==> src/rtl/div_iter.sv <==
// Iterative restoring divider for RV32M/RV64M DIV/DIVU/REM/REMU with RISC-V
// special-case handling and a one-entry result cache for repeated operand pairs.
module div_iter #(
    parameter int XLEN   = 32,
    parameter int UNROLL = 1
) (
    input  logic            clk,
    input  logic            rst,
    input  logic            flush,
    input  logic            div_en,
    input  logic [XLEN-1:0] op1,
    input  logic [XLEN-1:0] op2,
    input  logic [2:0]      func3,
    input  logic [4:0]      rd_i,
    output logic            busy,
    output logic            ready,
    output logic            wd_en,
    output logic [XLEN-1:0] result,
    output logic [XLEN-1:0] op1_div_op2,
    output logic [XLEN-1:0] op1_div_op2_rem,
    output logic [4:0]      rd_o,
    output logic [1:0]      dbg_state
);

    // Request handshake: a request is taken when div_en && func3[2] && !flush
    // while IDLE; the requester holds it until busy is low, completion is the
    // one-cycle ready pulse.
    localparam int CW = $clog2(XLEN / UNROLL + 1);
    localparam logic [CW-1:0]   N_ITER  = CW'(XLEN / UNROLL);
    localparam logic [XLEN-1:0] MIN_VAL = {1'b1, {(XLEN-1){1'b0}}};

    typedef enum logic [1:0] {
        S_IDLE = 2'd0,
        S_CALC = 2'd1,
        S_FIN  = 2'd2
    } state_t;

    state_t state_q, state_d;

    logic [XLEN-1:0] dvd_q, dvs_q, rem_q;
    logic [CW-1:0]   count_q;
    logic            neg_q_q, neg_r_q, sel_rem_q, uns_q;
    logic [XLEN-1:0] op1_q, op2_q;
    logic [4:0]      rd_q;

    logic            c_valid, c_uns;
    logic [XLEN-1:0] c_op1, c_op2, c_q, c_r;

    logic            signed_mode, op1_neg, op2_neg;
    logic [XLEN-1:0] op1_mag, op2_mag;
    logic            div_zero, ovf, hit, req, special, load, complete;
    logic [XLEN-1:0] spec_q, spec_r, fin_q, fin_r;
    logic [XLEN-1:0] done_q, done_r, key_op1, key_op2;
    logic [4:0]      done_rd;
    logic            done_sel, key_uns;
    logic [XLEN-1:0] step_rem, step_dq;
    logic [XLEN:0]   r_ext;

    assign signed_mode = ~func3[0];
    assign op1_neg     = signed_mode & op1[XLEN-1];
    assign op2_neg     = signed_mode & op2[XLEN-1];
    assign op1_mag     = op1_neg ? -op1 : op1;
    assign op2_mag     = op2_neg ? -op2 : op2;

    assign div_zero = (op2 == '0);
    assign ovf      = signed_mode && (op1 == MIN_VAL) && (op2 == '1);
    assign hit      = c_valid && (c_op1 == op1) && (c_op2 == op2) && (c_uns == func3[0]);
    assign req      = (state_q == S_IDLE) && div_en && func3[2] && !flush;
    assign special  = req && (div_zero || ovf || hit);
    assign load     = req && !special;
    assign complete = special || ((state_q == S_FIN) && !flush);

    // A cache hit takes priority so that its stored pair is returned verbatim.
    assign spec_q = hit ? c_q : (div_zero ? '1 : op1);
    assign spec_r = hit ? c_r : (div_zero ? op1 : '0);

    assign fin_q = neg_q_q ? -dvd_q : dvd_q;
    assign fin_r = neg_r_q ? -rem_q : rem_q;

    assign done_q   = special ? spec_q : fin_q;
    assign done_r   = special ? spec_r : fin_r;
    assign done_rd  = special ? rd_i : rd_q;
    assign done_sel = special ? func3[1] : sel_rem_q;
    assign key_op1  = special ? op1 : op1_q;
    assign key_op2  = special ? op2 : op2_q;
    assign key_uns  = special ? func3[0] : uns_q;

    assign busy      = (state_q != S_IDLE);
    assign dbg_state = state_q;

    // UNROLL restoring steps; the dividend register fills with quotient bits.
    always_comb begin
        step_rem = rem_q;
        step_dq  = dvd_q;
        r_ext    = '0;
        for (int i = 0; i < UNROLL; i++) begin
            r_ext = {step_rem, step_dq[XLEN-1]};
            if (r_ext >= {1'b0, dvs_q}) begin
                step_rem = r_ext[XLEN-1:0] - dvs_q;
                step_dq  = {step_dq[XLEN-2:0], 1'b1};
            end else begin
                step_rem = r_ext[XLEN-1:0];
                step_dq  = {step_dq[XLEN-2:0], 1'b0};
            end
        end
    end

    always_comb begin
        state_d = state_q;
        case (state_q)
            S_IDLE: if (load) state_d = S_CALC;
            S_CALC: begin
                if (flush)                     state_d = S_IDLE;
                else if (count_q == CW'(1))    state_d = S_FIN;
            end
            S_FIN:   state_d = S_IDLE;
            default: state_d = S_IDLE;
        endcase
    end

    always_ff @(posedge clk) begin
        if (rst) state_q <= S_IDLE;
        else     state_q <= state_d;
    end

    always_ff @(posedge clk) begin
        if (rst) begin
            ready           <= 1'b0;
            wd_en           <= 1'b0;
            result          <= '0;
            op1_div_op2     <= '0;
            op1_div_op2_rem <= '0;
            rd_o            <= '0;
            dvd_q           <= '0;
            dvs_q           <= '0;
            rem_q           <= '0;
            count_q         <= '0;
            neg_q_q         <= 1'b0;
            neg_r_q         <= 1'b0;
            sel_rem_q       <= 1'b0;
            uns_q           <= 1'b0;
            op1_q           <= '0;
            op2_q           <= '0;
            rd_q            <= '0;
            c_valid         <= 1'b0;
            c_uns           <= 1'b0;
            c_op1           <= '0;
            c_op2           <= '0;
            c_q             <= '0;
            c_r             <= '0;
        end else begin
            ready <= complete;
            wd_en <= complete && (done_rd != 5'd0);
            if (complete) begin
                op1_div_op2     <= done_q;
                op1_div_op2_rem <= done_r;
                result          <= done_sel ? done_r : done_q;
                rd_o            <= done_rd;
                c_valid         <= 1'b1;
                c_op1           <= key_op1;
                c_op2           <= key_op2;
                c_uns           <= key_uns;
                c_q             <= done_q;
                c_r             <= done_r;
            end
            if (load) begin
                dvd_q     <= op1_mag;
                dvs_q     <= op2_mag;
                rem_q     <= '0;
                count_q   <= N_ITER;
                neg_q_q   <= op1_neg ^ op2_neg;
                neg_r_q   <= op1_neg;
                sel_rem_q <= func3[1];
                uns_q     <= func3[0];
                op1_q     <= op1;
                op2_q     <= op2;
                rd_q      <= rd_i;
            end else if (state_q == S_CALC) begin
                dvd_q   <= step_dq;
                rem_q   <= step_rem;
                count_q <= count_q - CW'(1);
            end
        end
    end

endmodule

==> config.mk <==
export PLATFORM = sky130hd
export DESIGN_NAME = div_iter
export DESIGN_NICKNAME = d
export VERILOG_FILES = /design/src/rtl/div_iter.sv
export SDC_FILE = /design/constraint.sdc
export NUM_CORES = 1
export LEC_CHECK = 0
export ABC_AREA = 0
export CAP_MARGIN = 20
export CORE_MARGIN = 1
export CORE_UTILIZATION = 30
export CTS_CLUSTER_SIZE = 28
export DETAILED_ROUTE_END_ITERATION = 7
export SLEW_MARGIN = 10
export SYNTH_ARGS = -nofsm -noshare
export SYNTH_HDL_FRONTEND = slang
export SYNTH_SLANG_ARGS = --single-unit
==> constraint.sdc <==
create_clock -name clk -period 6.2 [get_ports clk]
set_clock_uncertainty 0.1 [all_clocks]
set_input_delay 0.62 -clock clk [delete_from_list [all_inputs] [get_ports clk]]
set_output_delay 0.62 -clock clk [all_outputs]
set_load 0.01 [all_outputs]
==> impl_metrics.csv <==
group,metric,value,unit
finish,nets,2832,
sta,hold_viol_final,0,
sta,fmax,220,MHz
placed_design,place_hpwl,56.8,mm
global_route,grt_usage,21.8,%
route,drt-wirelength-per-cell,21.5,µm
yosys,synth_top_cells_by_count,"nor2_1, dfxtp_1, nand2_1",
yosys,ys_types,78,
yosys,seq_area_frac_synth,33.1,%
clocking,cts.sinks,345,
yosys,synth.most_common_cell,"nor2_1",
yosys,yosys_warnings,0,
finish,drive_gt1_share,6.34,%
yosys,async_flop_share,0,%
route,drtIter0Drc,2009,
sta,rsz0062_at_grt,"false",
min_path,hp-class,"register to register",
critical_path,required,6.54,ns
critical_path,worst_setup_path_end_kind,"register",
clocking,clk_latency,0.57,ns
yosys,synthTopCellsByArea,"dfxtp_1, nor2_1, xnor2_1, a211oi_1, mux2i_1",
global_route,grt_max_degree,95,
floorplanning,die_h,266,µm
yosys,syn_inst,2700,
power_and_ir_drop,power_density,238,nW/µm²
global_route,globalRoute.totalOverflow,0,
placed_design,place_inst,3606,
clocking,cts-resized-gates,0,
floorplanning,die-area,70600,µm²
critical_path,path_cells,"clkdlybuf4s50_1 -> xor2_1 -> or4_1 -> nor4_1 -> and4_1 -> buf_4 -> and2_2 -> buf_4 -> o21ai_0 -> a211oi_1 -> o32ai_1",
floorplanning,initial_core_util,30.4,%
finish,fin_cells,3676,
critical_path,cp-start-kind,"input pin",
sta,relSlewSlack,30.9,%
critical_path,reg2reg_setup_slack,2.14,ns
placed_design,io_buffers,181,
global_route,grt_pass1_wl,119,mm
floorplanning,die_w,266,µm
sta,fin_crit_sh,73.2,%
yosys,synth-edff-count,0,
status,status,"complete, no violations",
placed_design,gp_congestion,0.927,
clocking,cts-root-buf,"clkbuf_16",
route,routed_wl,79.1,mm
clocking,cts-htree-levels,2,
global_route,grt_pass1_vias,18600,
floorplanning,rows,96,
clocking,clkSlewWorstSetupHoldPaths,0.06,ns
critical_path,critPathMostFrequentCell,"buf_4",
power_and_ir_drop,leakagePower,8.56,nW
yosys,syn-mean-instance-area,7.73,µm²
run,cap_violations,0,
route,drc,0,
floorplanning,core,68700,µm²
route,firstDrtPassIters,5,
sta,worst_pin_slew,1.04,ns
critical_path,critPathKind,"input pin to register",
power_and_ir_drop,vdd_drop_max,189,µV
critical_path,cp.arrival,4.87,ns
finish,syn_to_final_growth,18.1,%
yosys,ys_seq_elements,345,
clocking,postCtsSetupRepairBufs,0,
critical_path,max_stage_delay,0.77,ns
clocking,cts.hold.buffers_added,0,
route,vias_per_cell,5.50,
route,ant_nets,0,
clocking,cts_tree,"done",
finish,antenna_cells,0,
global_route,antenna_found_initial,3,
critical_path,worst-path-buf-inv,3,
critical_path,cp_top_family,"simple AND/OR/NAND/NOR gates",
yosys,synth_nets,2816,
critical_path,crit_slowest_cell,"clkdlybuf4s50_1",
route,vias,20200,
critical_path,critical_path.max_fanout,33,
clocking,clockBufferDepth,3,
yosys,netlist.area_leader.share,33.1,%
sta,holdWs,0.353,ns
finish,post-route-util,35.9,%
yosys,synth_flop_cell,"dfxtp_1",
floorplanning,io_pins,182,
sta,finalSetupTns,0,ns
sta,drv_slew,0,
yosys,synth_top_area_cell,"dfxtp_1",
yosys,netlist_area,20900,µm²
sta,min_period,4.54,ns
clocking,cts_made_buffers,39,
sta,setup_viol,0,
finish,final_area,24600,µm²
placed_design,place_area,23200,µm²
-- worst paths after layout --
kind	start	end	cells after the start
hold reg to reg	op1_q[30]	op1_q[30]	2
setup / recovery	op1[25]	result[4]	11
hold / removal	op1_q[30]	op1_q[30]	2
setup reg to reg	dbg_state[0]	result[25]	9
-- cell families (layout without fill, tap and decap cells) --
family          count (synthesis)  after routing  synth area share, %
simple gates                 1011           1011                 22.7
flops                         345            345                 33.1
xor+xnor                      207            207                 8.69
compound gates                676            676                 21.7
fa+ha+maj                      40             40                 2.43
buf+inv                       316            361                 6.25
mux                           105            105                 5.13
-- final cells by class --
type | instances | area, µm²
well taps | 931 | 1160
repair buffers | 227 | 2200
multi-input cells | 2039 | 12700
fillers | 7236 | 44100
clock inverters | 10 | 209
clock buffers | 60 | 1200
inverters | 64 | 240
flip-flops and latches | 345 | 6910
-- stage by stage --
stage	setup WS (ns)	power [W]
2_1_floorplan	2.82	0.00303
3_3_place_gp	1.27	0.00332
3_5_place_dp	1.21	0.00332
4_1_cts	1.78	0.00589
5_1_grt	1.49	0.00608
6_report	1.66	0.00587
-- tightest hold or removal path, stage by stage, from the launching register on --
cell and delay [ns]:
dfxtp_1 0.31, nand2_1 0.05, a21oi_1 0.05
-- routing by layer --
metal	track usage, %	up-vias	part of all wire, %
li1	-	9636	-
met2	33.9	815	44
met4	8.81	6	3.9
met5	0	-	0.051
met3	3.35	140	7.2
met1	30.1	9639	45
-- flip-flops by register name, indices dropped and copies added, names as in the netlist, 2 cells and up --
register   flops
rd_o           5
dvd_q         32
dbg_state      2
count_q        6
rd_q           5
op2_q         31
c_q           32
rem_q         32
dvs_q         32
c_op2         32
c_op1         32
c_r           32
op1_q         32
result        32
-- layout by cell type, fill, tap and decap left out, types with 23 or more instances in the layout --
master / synthesis / routed
buf_4: 4 / 43
xor2_1: 74 / 74
nor2_1: 362 / 358
xnor2_1: 133 / 133
clkbuf_16: 0 / 41
o31ai_1: 39 / 39
clkdlybuf4s50_1: 0 / 180
a211oi_1: 140 / 140
o41ai_1: 23 / 23
nor3_1: 97 / 95
nand2_1: 260 / 259
nand3_1: 77 / 77
nand4_1: 48 / 48
nor4_1: 27 / 27
ha_1: 39 / 39
o21ai_0: 109 / 109
a221oi_1: 27 / 27
dfxtp_1: 345 / 345
inv_1: 64 / 64
a21oi_1: 197 / 197
mux2i_1: 101 / 101
-- power breakdown --
group,internal (W),switching (W)
Combinational,0.000366,0.000615
Clock,0.00158,0.000998
Sequential,0.00226,0.0000502
Power figures use the tool's default switching activity.
